--- src/rtl/al422_wr_pkg.sv ---
// rtl/al422_wr_pkg.sv - shared types and constants for the AL422B write front end
package al422_wr_pkg;

  typedef enum logic [1:0] {
    ST_IDLE  = 2'd0,
    ST_RST   = 2'd1,
    ST_WRITE = 2'd2
  } state_e;

  localparam int DEF_FRAME_BYTES = 192;  // 8 px x 8 rows x 3 bytes
  localparam int DEF_WRST_WCK    = 2;

  // Idle levels of the AL422B write pins
  localparam logic       RST_WCK    = 1'b0;
  localparam logic       RST_WE_N   = 1'b1;
  localparam logic       RST_WRST_N = 1'b1;
  localparam logic [7:0] RST_DATA   = 8'h00;

endpackage

--- src/rtl/al422_wr_if.sv ---
// rtl/al422_wr_if.sv - framed byte stream from the host link
interface al422_wr_if;

  logic [7:0] s_data;
  logic       s_valid;
  logic       s_sof;
  logic       s_ready;

  modport master (output s_data, output s_valid, output s_sof, input s_ready);
  modport slave  (input s_data, input s_valid, input s_sof, output s_ready);

endinterface

--- src/rtl/al422_wr_phase.sv ---
// rtl/al422_wr_phase.sv - divide-by-two WCK phase generator, shared with the read side
module al422_wr_phase
  import al422_wr_pkg::*;
(
  input  logic in_clk,
  input  logic in_nrst,
  output logic wck,
  output logic fall_cyc
);

  logic wck_q;

  // Toggle every cycle; the cycle with wck high precedes the falling edge
  always_ff @(posedge in_clk) begin
    if (!in_nrst) wck_q <= RST_WCK;
    else          wck_q <= ~wck_q;
  end

  assign wck      = wck_q;
  assign fall_cyc = wck_q;

endmodule

--- src/rtl/al422b_writer.sv ---
// rtl/al422b_writer.sv - AL422B write-side framer; AL422_WR_SOF_RESYNC_EN enables restart on early sof
module al422b_writer
  import al422_wr_pkg::*;
#(
  parameter int FRAME_BYTES = DEF_FRAME_BYTES,
  parameter int WRST_WCK    = DEF_WRST_WCK
) (
  input  logic        in_clk,
  input  logic        in_nrst,
  al422_wr_if.slave   s,
  output logic        al422_wck,
  output logic        al422_we_n,
  output logic        al422_wrst_n,
  output logic [7:0]  al422_data,
  output logic        frame_done,
  output logic        err_sync
);

  localparam int                CNT_W    = $clog2(FRAME_BYTES + 1);
  localparam logic [CNT_W-1:0]  LAST_IDX = CNT_W'(FRAME_BYTES - 1);
  localparam logic [3:0]        RST_LAST = 4'(WRST_WCK - 1);

  logic wck, fall_cyc, hs;

  state_e            state_q, state_d;
  logic [CNT_W-1:0]  byte_cnt_q, byte_cnt_d;
  logic [3:0]        rst_cnt_q, rst_cnt_d;
  logic              we_n_q, we_n_d;
  logic              wrst_n_q, wrst_n_d;
  logic [7:0]        data_q, data_d;
  logic              frame_done_q, frame_done_d;
  logic              err_sync_q, err_sync_d;

  al422_wr_phase u_phase (
    .in_clk   (in_clk),
    .in_nrst  (in_nrst),
    .wck      (wck),
    .fall_cyc (fall_cyc)
  );

  // Ready depends only on state, phase and sof so s_valid never loops back
  always_comb begin
    s.s_ready = 1'b0;
    case (state_q)
      ST_IDLE:  s.s_ready = wck & ~s.s_sof;
`ifdef AL422_WR_SOF_RESYNC_EN
      ST_WRITE: s.s_ready = wck & ~s.s_sof;
`else
      ST_WRITE: s.s_ready = wck;
`endif
      default:  s.s_ready = 1'b0;
    endcase
  end

  assign hs = s.s_valid & s.s_ready;

  // Next-state and pin values; everything but the pulses moves only on fall cycles
  always_comb begin
    state_d      = state_q;
    byte_cnt_d   = byte_cnt_q;
    rst_cnt_d    = rst_cnt_q;
    we_n_d       = we_n_q;
    wrst_n_d     = wrst_n_q;
    data_d       = data_q;
    frame_done_d = 1'b0;
    err_sync_d   = 1'b0;
    if (fall_cyc) begin
      case (state_q)
        ST_IDLE: begin
          we_n_d = 1'b1;
          if (hs) begin
            err_sync_d = 1'b1;
          end else if (s.s_valid && s.s_sof) begin
            state_d   = ST_RST;
            wrst_n_d  = 1'b0;
            rst_cnt_d = '0;
          end
        end
        ST_RST: begin
          we_n_d = 1'b1;
          if (rst_cnt_q == RST_LAST) begin
            state_d  = ST_WRITE;
            wrst_n_d = 1'b1;
          end else begin
            rst_cnt_d = rst_cnt_q + 4'd1;
          end
        end
        ST_WRITE: begin
          if (hs) begin
            data_d = s.s_data;
            we_n_d = 1'b0;
            if (byte_cnt_q == LAST_IDX) begin
              frame_done_d = 1'b1;
              byte_cnt_d   = '0;
              state_d      = ST_IDLE;
            end else begin
              byte_cnt_d = byte_cnt_q + 1'b1;
            end
          end else begin
            we_n_d = 1'b1;
`ifdef AL422_WR_SOF_RESYNC_EN
            if (s.s_valid && s.s_sof) begin
              err_sync_d = 1'b1;
              byte_cnt_d = '0;
              state_d    = ST_RST;
              wrst_n_d   = 1'b0;
              rst_cnt_d  = '0;
            end
`endif
          end
        end
        default: state_d = ST_IDLE;
      endcase
    end
  end

  // State and pin registers with synchronous reset to the idle pin levels
  always_ff @(posedge in_clk) begin
    if (!in_nrst) begin
      state_q      <= ST_IDLE;
      byte_cnt_q   <= '0;
      rst_cnt_q    <= '0;
      we_n_q       <= RST_WE_N;
      wrst_n_q     <= RST_WRST_N;
      data_q       <= RST_DATA;
      frame_done_q <= 1'b0;
      err_sync_q   <= 1'b0;
    end else begin
      state_q      <= state_d;
      byte_cnt_q   <= byte_cnt_d;
      rst_cnt_q    <= rst_cnt_d;
      we_n_q       <= we_n_d;
      wrst_n_q     <= wrst_n_d;
      data_q       <= data_d;
      frame_done_q <= frame_done_d;
      err_sync_q   <= err_sync_d;
    end
  end

  assign al422_wck    = wck;
  assign al422_we_n   = we_n_q;
  assign al422_wrst_n = wrst_n_q;
  assign al422_data   = data_q;
  assign frame_done   = frame_done_q;
  assign err_sync     = err_sync_q;

endmodule

--- src/flat_wrapper.sv ---
// flat-port wrapper written by rule: the top's interface ports become plain ports
module al422b_writer_flat import al422_wr_pkg::*;
#(
  parameter int FRAME_BYTES = DEF_FRAME_BYTES,
  parameter int WRST_WCK    = DEF_WRST_WCK
)
  (in_clk, in_nrst, al422_wck, al422_we_n, al422_wrst_n, al422_data, frame_done, err_sync, s_s_data, s_s_valid, s_s_sof, s_s_ready);
  al422_wr_if s_i ();
  input  logic in_clk;
  input  logic in_nrst;
  output logic al422_wck;
  output logic al422_we_n;
  output logic al422_wrst_n;
  output logic [7:0] al422_data;
  output logic frame_done;
  output logic err_sync;
  input wire logic [$bits(s_i.s_data)-1:0] s_s_data;
  input wire logic [$bits(s_i.s_valid)-1:0] s_s_valid;
  input wire logic [$bits(s_i.s_sof)-1:0] s_s_sof;
  output wire logic [$bits(s_i.s_ready)-1:0] s_s_ready;
  assign s_i.s_data = s_s_data;
  assign s_i.s_valid = s_s_valid;
  assign s_i.s_sof = s_s_sof;
  assign s_s_ready = s_i.s_ready;
  al422b_writer #(.FRAME_BYTES(FRAME_BYTES), .WRST_WCK(WRST_WCK)) u_core (.in_clk(in_clk), .in_nrst(in_nrst), .s(s_i), .al422_wck(al422_wck), .al422_we_n(al422_we_n), .al422_wrst_n(al422_wrst_n), .al422_data(al422_data), .frame_done(frame_done), .err_sync(err_sync));
endmodule
--- config.mk ---
export PLATFORM = sky130hd
export DESIGN_NAME = al422b_writer_flat
export DESIGN_NICKNAME = d
export VERILOG_FILES = /design/src/rtl/al422_wr_pkg.sv /design/src/rtl/al422_wr_if.sv /design/src/rtl/al422_wr_phase.sv /design/src/rtl/al422b_writer.sv /design/src/flat_wrapper.sv
export SDC_FILE = /design/constraint.sdc
export NUM_CORES = 1
export LEC_CHECK = 0
export ABC_AREA = 1
export CELL_PAD_IN_SITES_DETAIL_PLACEMENT = 0
export CELL_PAD_IN_SITES_GLOBAL_PLACEMENT = 1
export CORE_MARGIN = 1.5
export CORE_UTILIZATION = 35
export DETAILED_ROUTE_END_ITERATION = 6
export PLACE_DENSITY = 0.87
export SLEW_MARGIN = 20
export SYNTH_ARGS = -nofsm -noshare
export SYNTH_HDL_FRONTEND = slang
export SYNTH_SLANG_ARGS = --single-unit
export TNS_END_PERCENT = 5
--- constraint.sdc ---
create_clock -name in_clk -period 1.4 [get_ports in_clk]
set_clock_uncertainty 0.05 [all_clocks]
set_input_delay 0.21 -clock in_clk [delete_from_list [all_inputs] [get_ports in_clk]]
set_output_delay 0.21 -clock in_clk [all_outputs]
set_load 0.1 [all_outputs]
==> run_results.csv, run 1 <==
group,metric,value,unit
sta,timing_worst_slew_pin_value,0.252,ns
worst_setup_path,crit_path_end,"s_s_ready",
route,postRouteWirelength,2710,um
worst_setup_path,crit_arrival,1.16,ns
route,firstDrtPassIters,5,
clock_network,number_of_h_tree_levels,1,
worst_setup_path,timing.critical_path.slowest_cell_delay,0.38,ns
global_routing,initial_antenna_violation_count,0,
pwr,power,1.39,mW
finish,drive_gt1_share,24.4,%
sta,rsz0062_at_grt,"true",
synthesis,yosysSeqAreaShare,44.8,%
worst_setup_path,critPathBufInv,3,
worst_setup_path,crit_path_end_kind,"output pin",
global_routing,largest_net_degree_at_the_start_of_global_routing,15,
sta,setup_slack,-0.0229,ns
min_path,worstHoldPathType,"in2reg",
status,run_status,"finished with violations",
clock_network,cts-hold-fix-buffers,0,
synthesis,synth.avg_cell_area,7.02,um^2
worst_setup_path,worst_r2r_endpoint,"u_core.al422_wrst_n",
finish,finalNetCount,229,
route,vias,1205,
sta,max_slew_margin,83.2,%
pwr,power.switching_fraction,28.3,%
finish,seq_area,552,um^2
synthesis,synth.yosys.warnings,0,
worst_setup_path,r2r_start,"u_core.state_q[1]",
route,drt_iter0_drcs,51,
sta,final.setup.tns,-0.0229,ns
sta,finalHoldViolCount,0,
worst_setup_path,crit_fanout,2,
synthesis,syn-cell-area,0.00121,mm^2
synthesis,ys_types,18,
route,routed_via_density,4.65,
floorplanning,die-height,61.7,um
finish,syn_to_final_growth,52.4,%
synthesis,synth_async_sr_flop_share,0,%
synthesis,synth_largest_type_area_fraction,44.8,%
worst_setup_path,critPathKind,"reg2out",
global_routing,grt_pass1_wl,4550,um
pwr,power_density,756,mW/mm^2
finish,antenna_cells_inserted,0,
worst_setup_path,critical_path.top_delay_family,"flip-flops",
placed_design,detailedPlacementHpwl,2030,um
pwr,p_sw,0.393,mW
clock_network,clock_path_buffers,2,
clock_network,clock_tree.root_cell,"clkbuf_4",
worst_setup_path,worst-endpoint-required,1.14,ns
worst_setup_path,reg2reg_setup_slack,0.04,ns
sta,post-route-min-period,1.42,ns
floorplanning,floorplan.initialDensity,36.5,%
worst_setup_path,cell_chain_of_the_critical_path,"inv_2, nor2_4, nand2_4, clkinvlp_4, buf_12",
status,failed_checks,"setup timing",
route,remaining_antenna_violation_count_after_routing,0,
finish,filler_cell_count,314,
synthesis,synth_ff_type,"dfxtp_1",
route,routed_wire_length_per_instance,10.5,um
synthesis,post-synth-top-count-cell,"nand2_1",
clock_network,cts.sink_count,27,
sta,timing.final.setup_violations,1,
route,drcViolationCount,0,
synthesis,synth_top_cells_by_count,"nand2_1 (50), nor2_1 (35), dfxtp_1 (27)",
pwr,pwr-share-comb,18.9,%
pwr,power_report.internal_total,0.998,mW
sta,timing.fmax,703,MHz
worst_setup_path,worstSetupStartpointType,"flop",
placed_design,place_congestion,0.863,
placed_design,placement.io_buffers,25,
worst_setup_path,r2r_cells,7,
floorplanning,floorplan.core_area,0.00331,mm^2
pwr,p_leak,0.707,nW
synthesis,synth.area.top_cells,"dfxtp_1 (45%), nand2_1 (16%), nor2_1 (11%)",
clock_network,clkTransAtPathRegs,0.14,ns
floorplanning,die_width,61.7,um
synthesis,synth_edf_count,0,
synthesis,leading_area_contributor_after_synthesis,"dfxtp_1",
pwr,ir_worst_vdd,351,uV
worst_setup_path,worst-path-stages,5,
finish,multiInputGateArea,623,um^2
worst_setup_path,worst_setup_path_startpoint,"u_core.u_phase.fall_cyc",
pwr,p_seq_share,57.0,%
clock_network,cts_inserted_buffers,3,
sta,layout_worst_path_cycle_share,102,%
synthesis,syn_inst,172,
synthesis,synth.net_count,187,
clock_network,tritoncts,"yes",
floorplanning,total_i_o_pin_count,26,
global_routing,global_route.usage.total,16.2,%
global_routing,overflow_left_after_global_routing,0,
clock_network,clock_insertion_delay_worst_skew,0.32,ns
sta,final-max-slew-violation-count,0,
job,maxCapViolCount,0,
floorplanning,floorplan.die_area,0.00381,mm^2
global_routing,via_count_of_the_first_global_routing_pass,1135,
synthesis,number_of_synthesized_register_bits,27,
floorplanning,number_of_standard_cell_rows_in_the_floorplan,21,
pwr,pwr-share-clk,24.1,%
worst_setup_path,worst_path_max_delay_cell,"dfxtp_4",
## worst min-delay path, stage by stage
cell,delay [ns]
clkdlybuf4s50_1,0.39
nand2_1,0.06
a21oi_1,0.05
## worst min path at each step
| stage | from | to | slack (ns) | cells past startpoint |
|---|---|---|---|---|
| final | s_s_data[6] | u_core.al422_data[6] | 0.37 | 3 |
| after global routing | s_s_data[2] | u_core.al422_data[2] | 0.37 | 3 |
| after CTS | s_s_data[1] | u_core.al422_data[1] | 0.36 | 3 |
| after detailed placement | u_core.al422_data[4] | u_core.al422_data[4] | 0.44 | 2 |
| after global placement | u_core.al422_data[5] | u_core.al422_data[5] | 0.44 | 2 |
| after floorplan | in_nrst | u_core.al422_wrst_n | 0.23 | 1 |
## layer usage
layer  global-route usage (%)  up-vias  wire [um]
met3                     3.52        9        155
met5                        0        -          0
met1                     17.0      536       1140
li1                         -      618          -
met4                     8.21        0         74
met2                     30.2       42       1330
## repair_timing
item / 4_1_cts / 5_1_grt
setup buffers: 3 / 0
endpoints found under the setup margin: 1 / 12
gates resized for setup: 7 / 7
pin swaps: 2 / 0
cloned: 0 / 0
## registers in the layout, indices dropped and copies added (netlist names)
name and cells:
u_core.err_sync 1, u_core.u_phase.fall_cyc 1, u_core.frame_done 1, u_core.byte_cnt_q 8, u_core.al422_wrst_n 1, u_core.state_q 2, u_core.rst_cnt_q 4, u_core.al422_we_n 1
u_core.al422_data 8
## power groups by stage
stage	Clock [mW]	Combinational, mW	Sequential [mW]
4_1_cts	0.352	0.260	0.792
3_5_place_dp	0	0.248	0.815
6_report	0.335	0.263	0.793
5_1_grt	0.384	0.280	0.795
3_3_place_gp	0	0.246	0.814
2_1_floorplan	0	0.0765	0.870
## cell families after synthesis
| group | share of synthesized area [%] |
|---|---|
| AO/OA/AOI/OAI | 9.02 |
| adder cells (fa/ha/maj) | 3.11 |
| flip-flops | 44.8 |
| AND/OR/NAND/NOR | 32.6 |
| XOR/XNOR | 4.35 |
| buffers and inverters | 6.11 |
## layout make-up
cell class	instances	area share (%)
multi-input combinational	126	33.9
sequential	27	30.0
timing repair buffer	40	28.0
inverter	16	3.60
tap	46	3.13
clock buffer	4	1.43
## cells in the final DEF, fill, tap and decap left out
master / count
buf_4: 14
inv_2: 3
nand3_1: 6
nor2_4: 1
nand2_2: 3
clkbuf_4: 3
nor2_2: 2
nand4_1: 2
a21oi_2: 1
clkinv_1: 1
nand3_2: 1
dfxtp_4: 2
dfxtp_1: 22
inv_1: 10
xnor2_1: 3
nand2_1: 47
buf_12: 15
o21ai_0: 5
nand4_4: 1
a21oi_1: 15
xor2_1: 3
inv_4: 1
clkdlybuf4s50_1: 11
ha_1: 3
clkinvlp_4: 1
dfxtp_2: 3
clkbuf_1: 1
nor2_1: 32
nand2_4: 1
## stage by stage
step                hold slack [ns]  cell area, um^2  worst slack [ns]  utilization (%)  std cells
floorplan                     0.229             1220          -0.00924                -        172
global placement              0.438             1760            -0.183             53.1        252
detailed placement            0.444             1760            -0.229             53.1        252
CTS                           0.357             1820           -0.0345             55.0        259
global route                  0.366             1840           -0.0862             55.6        259
finish                        0.366             1840           -0.0229             55.6        259
(Power assumes the default switching activity.)
==> run 2, diff against run 1 <==
--- a/config.mk
+++ b/config.mk
@@ -9,9 +9,10 @@
 export CELL_PAD_IN_SITES_DETAIL_PLACEMENT = 0
 export CELL_PAD_IN_SITES_GLOBAL_PLACEMENT = 1
 export CORE_MARGIN = 1.5
-export CORE_UTILIZATION = 35
+export CORE_UTILIZATION = 37
 export DETAILED_ROUTE_END_ITERATION = 6
-export PLACE_DENSITY = 0.87
+export PLACE_DENSITY_LB_ADDON = 0.1
+export RECOVER_POWER = 25
 export SLEW_MARGIN = 20
 export SYNTH_ARGS = -nofsm -noshare
 export SYNTH_HDL_FRONTEND = slang
==> constraint.sdc (replaced) <==
create_clock -name in_clk -period 1.7 [get_ports in_clk]
set_clock_uncertainty 0.05 [all_clocks]
set_input_delay 0.255 -clock in_clk [delete_from_list [all_inputs] [get_ports in_clk]]
set_output_delay 0.255 -clock in_clk [all_outputs]
set_load 0.1 [all_outputs]
==> run 2 against run 1 <==
  * The flow now finishes without violations
  * Critical path depth unchanged
  * Sequential share of layout area increased by 2.6 points
  * First-iteration DRC count increased by 29%
  * Non-clock buffer count decreased by 5
  * Worst hold slack improved by 0.042 ns
  * Worst setup slack improved by 0.13 ns
  * Count of clock-buffer cells in the layout decreased by 1
  * Global-route usage about the same
  * Total power decreased by 19%
  * Critical endpoint unchanged
  * Largest cell class unchanged
  * Highest routed layer unchanged
==> run_results.csv, run 2 (synthesis gave the netlist of run 1 again) <==
group,metric,value,unit
status,run_status,"finished clean",
finish,syn_to_final_growth,38.7,%
sta,final-max-slew-violation-count,0,
sta,layout_worst_path_cycle_share,93.6,%
worst_setup_path,r2r_start,"u_core.byte_cnt_q[0]",
sta,post-route-min-period,1.59,ns
floorplanning,total_i_o_pin_count,26,
floorplanning,floorplan.die_area,0.00362,mm^2
pwr,pwr-share-clk,25.1,%
finish,antenna_cells_inserted,0,
route,drt_iter0_drcs,66,
finish,drive_gt1_share,17.8,%
sta,finalHoldViolCount,0,
floorplanning,floorplan.core_area,0.00308,mm^2
worst_setup_path,r2r_cells,8,
clock_network,cts_inserted_buffers,3,
min_path,min_path_cells,3,
route,firstDrtPassIters,4,
finish,layout.cells.most_common,"nand2_1",
route,routed_via_density,4.49,
clock_network,number_of_h_tree_levels,1,
clock_network,clock_insertion_delay_worst_skew,0.32,ns
global_routing,largest_net_degree_at_the_start_of_global_routing,17,
finish,final_cell_mix,"nand2_1 (49), nor2_1 (35), dfxtp_1 (25), a21oi_1 (15)",
route,routed_wire_length_per_instance,10.2,um
worst_setup_path,critPathKind,"reg2out",
finish,finalNetCount,224,
placed_design,postPlaceCellArea,0.00172,mm^2
job,maxCapViolCount,0,
route,drcViolationCount,0,
global_routing,via_count_of_the_first_global_routing_pass,1064,
floorplanning,die-height,60.1,um
worst_setup_path,crit_fanout,5,
pwr,p_leak,0.641,nW
placed_design,detailedPlacementHpwl,1980,um
clock_network,clock_tree.root_cell,"clkbuf_4",
worst_setup_path,worst_setup_path_startpoint,"u_core.state_q[1]",
pwr,p_sw,0.324,mW
min_path,start_point_of_the_worst_min_delay_path,"s_s_data[4]",
placed_design,place_congestion,0.812,
worst_setup_path,worstSetupStartpointType,"flop",
floorplanning,floorplan.initialDensity,39.2,%
sta,final.setup.tns,0,ns
pwr,p_seq_share,58.2,%
sta,max_slew_margin,63.6,%
worst_setup_path,timing.critical_path.slowest_cell_delay,0.46,ns
worst_setup_path,worst_path_max_delay_cell,"dfxtp_1",
clock_network,clock_path_buffers,2,
worst_setup_path,crit_path_end_kind,"output pin",
route,vias,1131,
sta,timing.fmax,628,MHz
worst_setup_path,cell_chain_of_the_critical_path,"inv_2, nand2_1, nand2_2, clkinvlp_4, buf_12",
clock_network,clkTransAtPathRegs,0.15,ns
pwr,power_density,670,mW/mm^2
placed_design,placement.io_buffers,25,
sta,timing.final.setup_violations,0,
route,postRouteWirelength,2570,um
global_routing,initial_antenna_violation_count,0,
pwr,pwr-share-comb,16.6,%
worst_setup_path,crit_arrival,1.29,ns
clock_network,cts.sink_count,27,
worst_setup_path,worst-endpoint-required,1.39,ns
finish,finish.instance_area,0.00167,mm^2
pwr,power_report.internal_total,0.797,mW
sta,timing_worst_slew_pin_value,0.548,ns
pwr,power.switching_fraction,28.9,%
global_routing,global_route.usage.total,16.2,%
clock_network,tritoncts,"yes",
min_path,worstHoldPathType,"in2reg",
floorplanning,number_of_standard_cell_rows_in_the_floorplan,20,
pwr,ir_worst_vdd,462,uV
global_routing,grt_pass1_wl,4410,um
global_routing,overflow_left_after_global_routing,0,
floorplanning,die_width,60.1,um
route,remaining_antenna_violation_count_after_routing,0,
## run 2: timing repair
action / CTS / global route
hold buffers: 0 / 0
resized for setup: 0 / 5
buffers inserted: 0 / 2
endpoints found under the setup margin: 0 / 1
## run 2: per-layer routing
metal	vias up	track usage, %	share of wire, %	wire length [um]
li1	611	-	-	-
met5	-	0	0	0
met1	499	21.0	49	1270
met2	19	25.0	45	1160
met4	0	8.25	0.78	20
met3	2	3.90	4.9	127
## run 2: final timing paths
kind / endpoint / slack [ns]
max reg2reg: u_core.byte_cnt_q[5] / 0.29
min: u_core.al422_data[4] / 0.41
max: s_s_ready / 0.11
min reg2reg: u_core.al422_data[7] / 0.42
## run 2: stage by stage
step	hold WS [ns]	setup slack, ns	utilization [%]	cells	power (mW)
detailed placement	0.440	0.00227	55.8	246	0.866
CTS	0.380	0.0145	56.7	250	1.16
finish	0.408	0.108	54.4	252	1.12
global placement	0.438	0.0117	55.8	246	0.865
floorplan	0.274	0.0392	-	172	0.777
global route	0.375	-0.00593	54.4	252	1.19
## run 2: worst max-delay path, delay by kind of cell (launching register included)
family                 cells  cell delay, ns
flip-flops                 1            0.46
buffers and inverters      3            0.34
AND/OR/NAND/NOR            2            0.16
## run 2: final cells by class
| type | count | area [um^2] |
|---|---|---|
| clock buffers | 3 | 22.5 |
| clock inverters | 1 | 7.51 |
| repair buffers | 35 | 384 |
| inverters | 16 | 63.8 |
| fillers | 314 | 1400 |
| well taps | 44 | 55.1 |
| flip-flops and latches | 27 | 546 |
| multi-input cells | 126 | 596 |
## run 2: power groups by stage
| stage | registers, mW | logic (mW) | clock network, mW |
|---|---|---|---|
| 2_1_floorplan | 0.716 | 0.0612 | 0 |
| 3_3_place_gp | 0.671 | 0.193 | 0 |
| 6_report | 0.653 | 0.186 | 0.282 |
| 4_1_cts | 0.658 | 0.195 | 0.305 |
| 3_5_place_dp | 0.672 | 0.195 | 0 |
| 5_1_grt | 0.654 | 0.200 | 0.336 |
==> run 3, diff against run 2 <==
--- a/config.mk
+++ b/config.mk
@@ -13,6 +13,7 @@
 export DETAILED_ROUTE_END_ITERATION = 6
 export PLACE_DENSITY_LB_ADDON = 0.1
 export RECOVER_POWER = 25
+export SETUP_SLACK_MARGIN = 0.5
 export SLEW_MARGIN = 20
 export SYNTH_ARGS = -nofsm -noshare
 export SYNTH_HDL_FRONTEND = slang
==> run 3 against run 2 <==
  * Count of clock-buffer cells in the layout rose by 1
  * Maximum frequency is 9.8% higher
  * Flip-flop and latch count unchanged
  * Worst hold slack better by 0.015 ns
  * Clock power down 4%
  * Critical endpoint unchanged
  * Highest routed layer unchanged
==> run_results.csv, run 3 (synthesis gave the netlist of run 1 again) <==
group,metric,value,unit
worst_setup_path,crit_path_end_kind,"output pin",
route,vias,1136,
sta,max_slew_margin,63.8,%
floorplanning,floorplan.initialDensity,39.2,%
finish,final_cell_mix,"nand2_1 (47), nor2_1 (33), dfxtp_1 (23), a21oi_1 (15), inv_1 (10)",
placed_design,placement.io_buffers,25,
worst_setup_path,crit_fanout,2,
finish,layout.cells.most_common,"nand2_1",
pwr,power,1.13,mW
global_routing,overflow_left_after_global_routing,0,
sta,timing.fmax,689,MHz
clock_network,clkTransAtPathRegs,0.14,ns
sta,post-route-min-period,1.45,ns
finish,multiInputGateArea,611,um^2
clock_network,cts.sink_count,27,
floorplanning,total_i_o_pin_count,26,
status,run_status,"finished clean",
min_path,worstHoldPathType,"reg2reg",
floorplanning,number_of_standard_cell_rows_in_the_floorplan,20,
worst_setup_path,crit_arrival,1.15,ns
clock_network,number_of_h_tree_levels,1,
clock_network,clock_path_buffers,2,
placed_design,detailedPlacementHpwl,2060,um
worst_setup_path,critPathKind,"reg2out",
route,postRouteWirelength,2680,um
sta,finalHoldViolCount,0,
global_routing,via_count_of_the_first_global_routing_pass,1125,
route,firstDrtPassIters,4,
route,routed_via_density,4.53,
floorplanning,floorplan.die_area,0.00362,mm^2
global_routing,largest_net_degree_at_the_start_of_global_routing,15,
floorplanning,die-height,60.1,um
pwr,ir_worst_vdd,247,uV
placed_design,place_congestion,0.800,
clock_network,tritoncts,"yes",
route,remaining_antenna_violation_count_after_routing,0,
route,routed_wire_length_per_instance,10.7,um
sta,rsz0062_at_grt,"true",
sta,final.setup.tns,0,ns
pwr,p_leak,0.639,nW
clock_network,clock_insertion_delay_worst_skew,0.31,ns
finish,syn_to_final_growth,36.2,%
job,maxCapViolCount,0,
route,drt_iter0_drcs,34,
worst_setup_path,worstSetupStartpointType,"flop",
global_routing,grt_pass1_wl,4640,um
finish,finalNetCount,223,
finish,seq_area,553,um^2
finish,filler_cell_count,326,
clock_network,cts-hold-fix-buffers,0,
floorplanning,floorplan.core_area,0.00308,mm^2
pwr,power_density,687,mW/mm^2
finish,drive_gt1_share,20.3,%
clock_network,cts_inserted_buffers,3,
route,drcViolationCount,0,
global_routing,global_route.usage.total,17.0,%
sta,layout_worst_path_cycle_share,85.3,%
finish,antenna_cells_inserted,0,
worst_setup_path,worst-endpoint-required,1.39,ns
global_routing,initial_antenna_violation_count,0,
sta,timing.final.setup_violations,0,
clock_network,clock_tree.root_cell,"clkbuf_4",
sta,timing_worst_slew_pin_value,0.545,ns
sta,final-max-slew-violation-count,0,
floorplanning,die_width,60.1,um
-- run 3: final cells by class --
cell class                 instances  share of cell area [%]
multi-input combinational        126                    37.1
tap                               44                    3.35
clock buffer                       4                    1.60
sequential                        27                    33.6
inverter                          16                    4.03
timing repair buffer              34                    20.2
-- run 3: final timing paths --
path	start	endpoint	slack, ns	depth (start not counted)
min reg2reg	u_core.al422_data[1]	u_core.al422_data[1]	0.42	2
max	u_core.u_phase.fall_cyc	s_s_ready	0.25	5
min	u_core.al422_data[1]	u_core.al422_data[1]	0.42	2
max reg2reg	u_core.state_q[0]	u_core.rst_cnt_q[1]	0.33	7
-- run 3: per-stage QoR --
step / hold slack (ns) / cells / worst slack (ns) / cell area [um^2] / utilization (%)
2_1_floorplan: 0.274 / 172 / 0.246 / 1220 / -
3_3_place_gp: 0.437 / 242 / 0.0704 / 1690 / 54.8
3_5_place_dp: 0.442 / 242 / 0.0510 / 1690 / 54.8
4_1_cts: 0.411 / 251 / 0.240 / 1770 / 57.4
5_1_grt: 0.422 / 251 / 0.175 / 1640 / 53.4
6_report: 0.423 / 251 / 0.250 / 1640 / 53.4
-- run 3: metal layers --
| layer | wire (um) | vias up | GRT usage (%) |
|---|---|---|---|
| li1 | - | 607 | - |
| met1 | 1250 | 514 | 21.1 |
| met2 | 1330 | 13 | 29.8 |
| met3 | 78 | 2 | 2.60 |
| met4 | 19 | 0 | 5.71 |
| met5 | 0 | - | 0 |
-- run 3: what timing repair did --
action | in CTS | in global routing
pin swaps | 2 | 0
setup buffers | 5 | 0
endpoints found under the setup margin | 36 | 39
resized for setup | 9 | 1
cloned | 0 | 0
-- run 3: worst max-delay path, cell delays in order, from the launching register on --
cell and delay, ns:
dfxtp_4 0.39, inv_2 0.04, nor2_4 0.08, nand2_2 0.07, clkinvlp_4 0.08, buf_12 0.16
-- run 3: power breakdown --
group / internal, mW / switching [mW] / leakage, nW / total (mW)
sequential: 0.641 / 0.00974 / 0.221 / 0.651
combinational: 0.0801 / 0.127 / 0.403 / 0.207
clock: 0.0917 / 0.180 / 0.0150 / 0.272
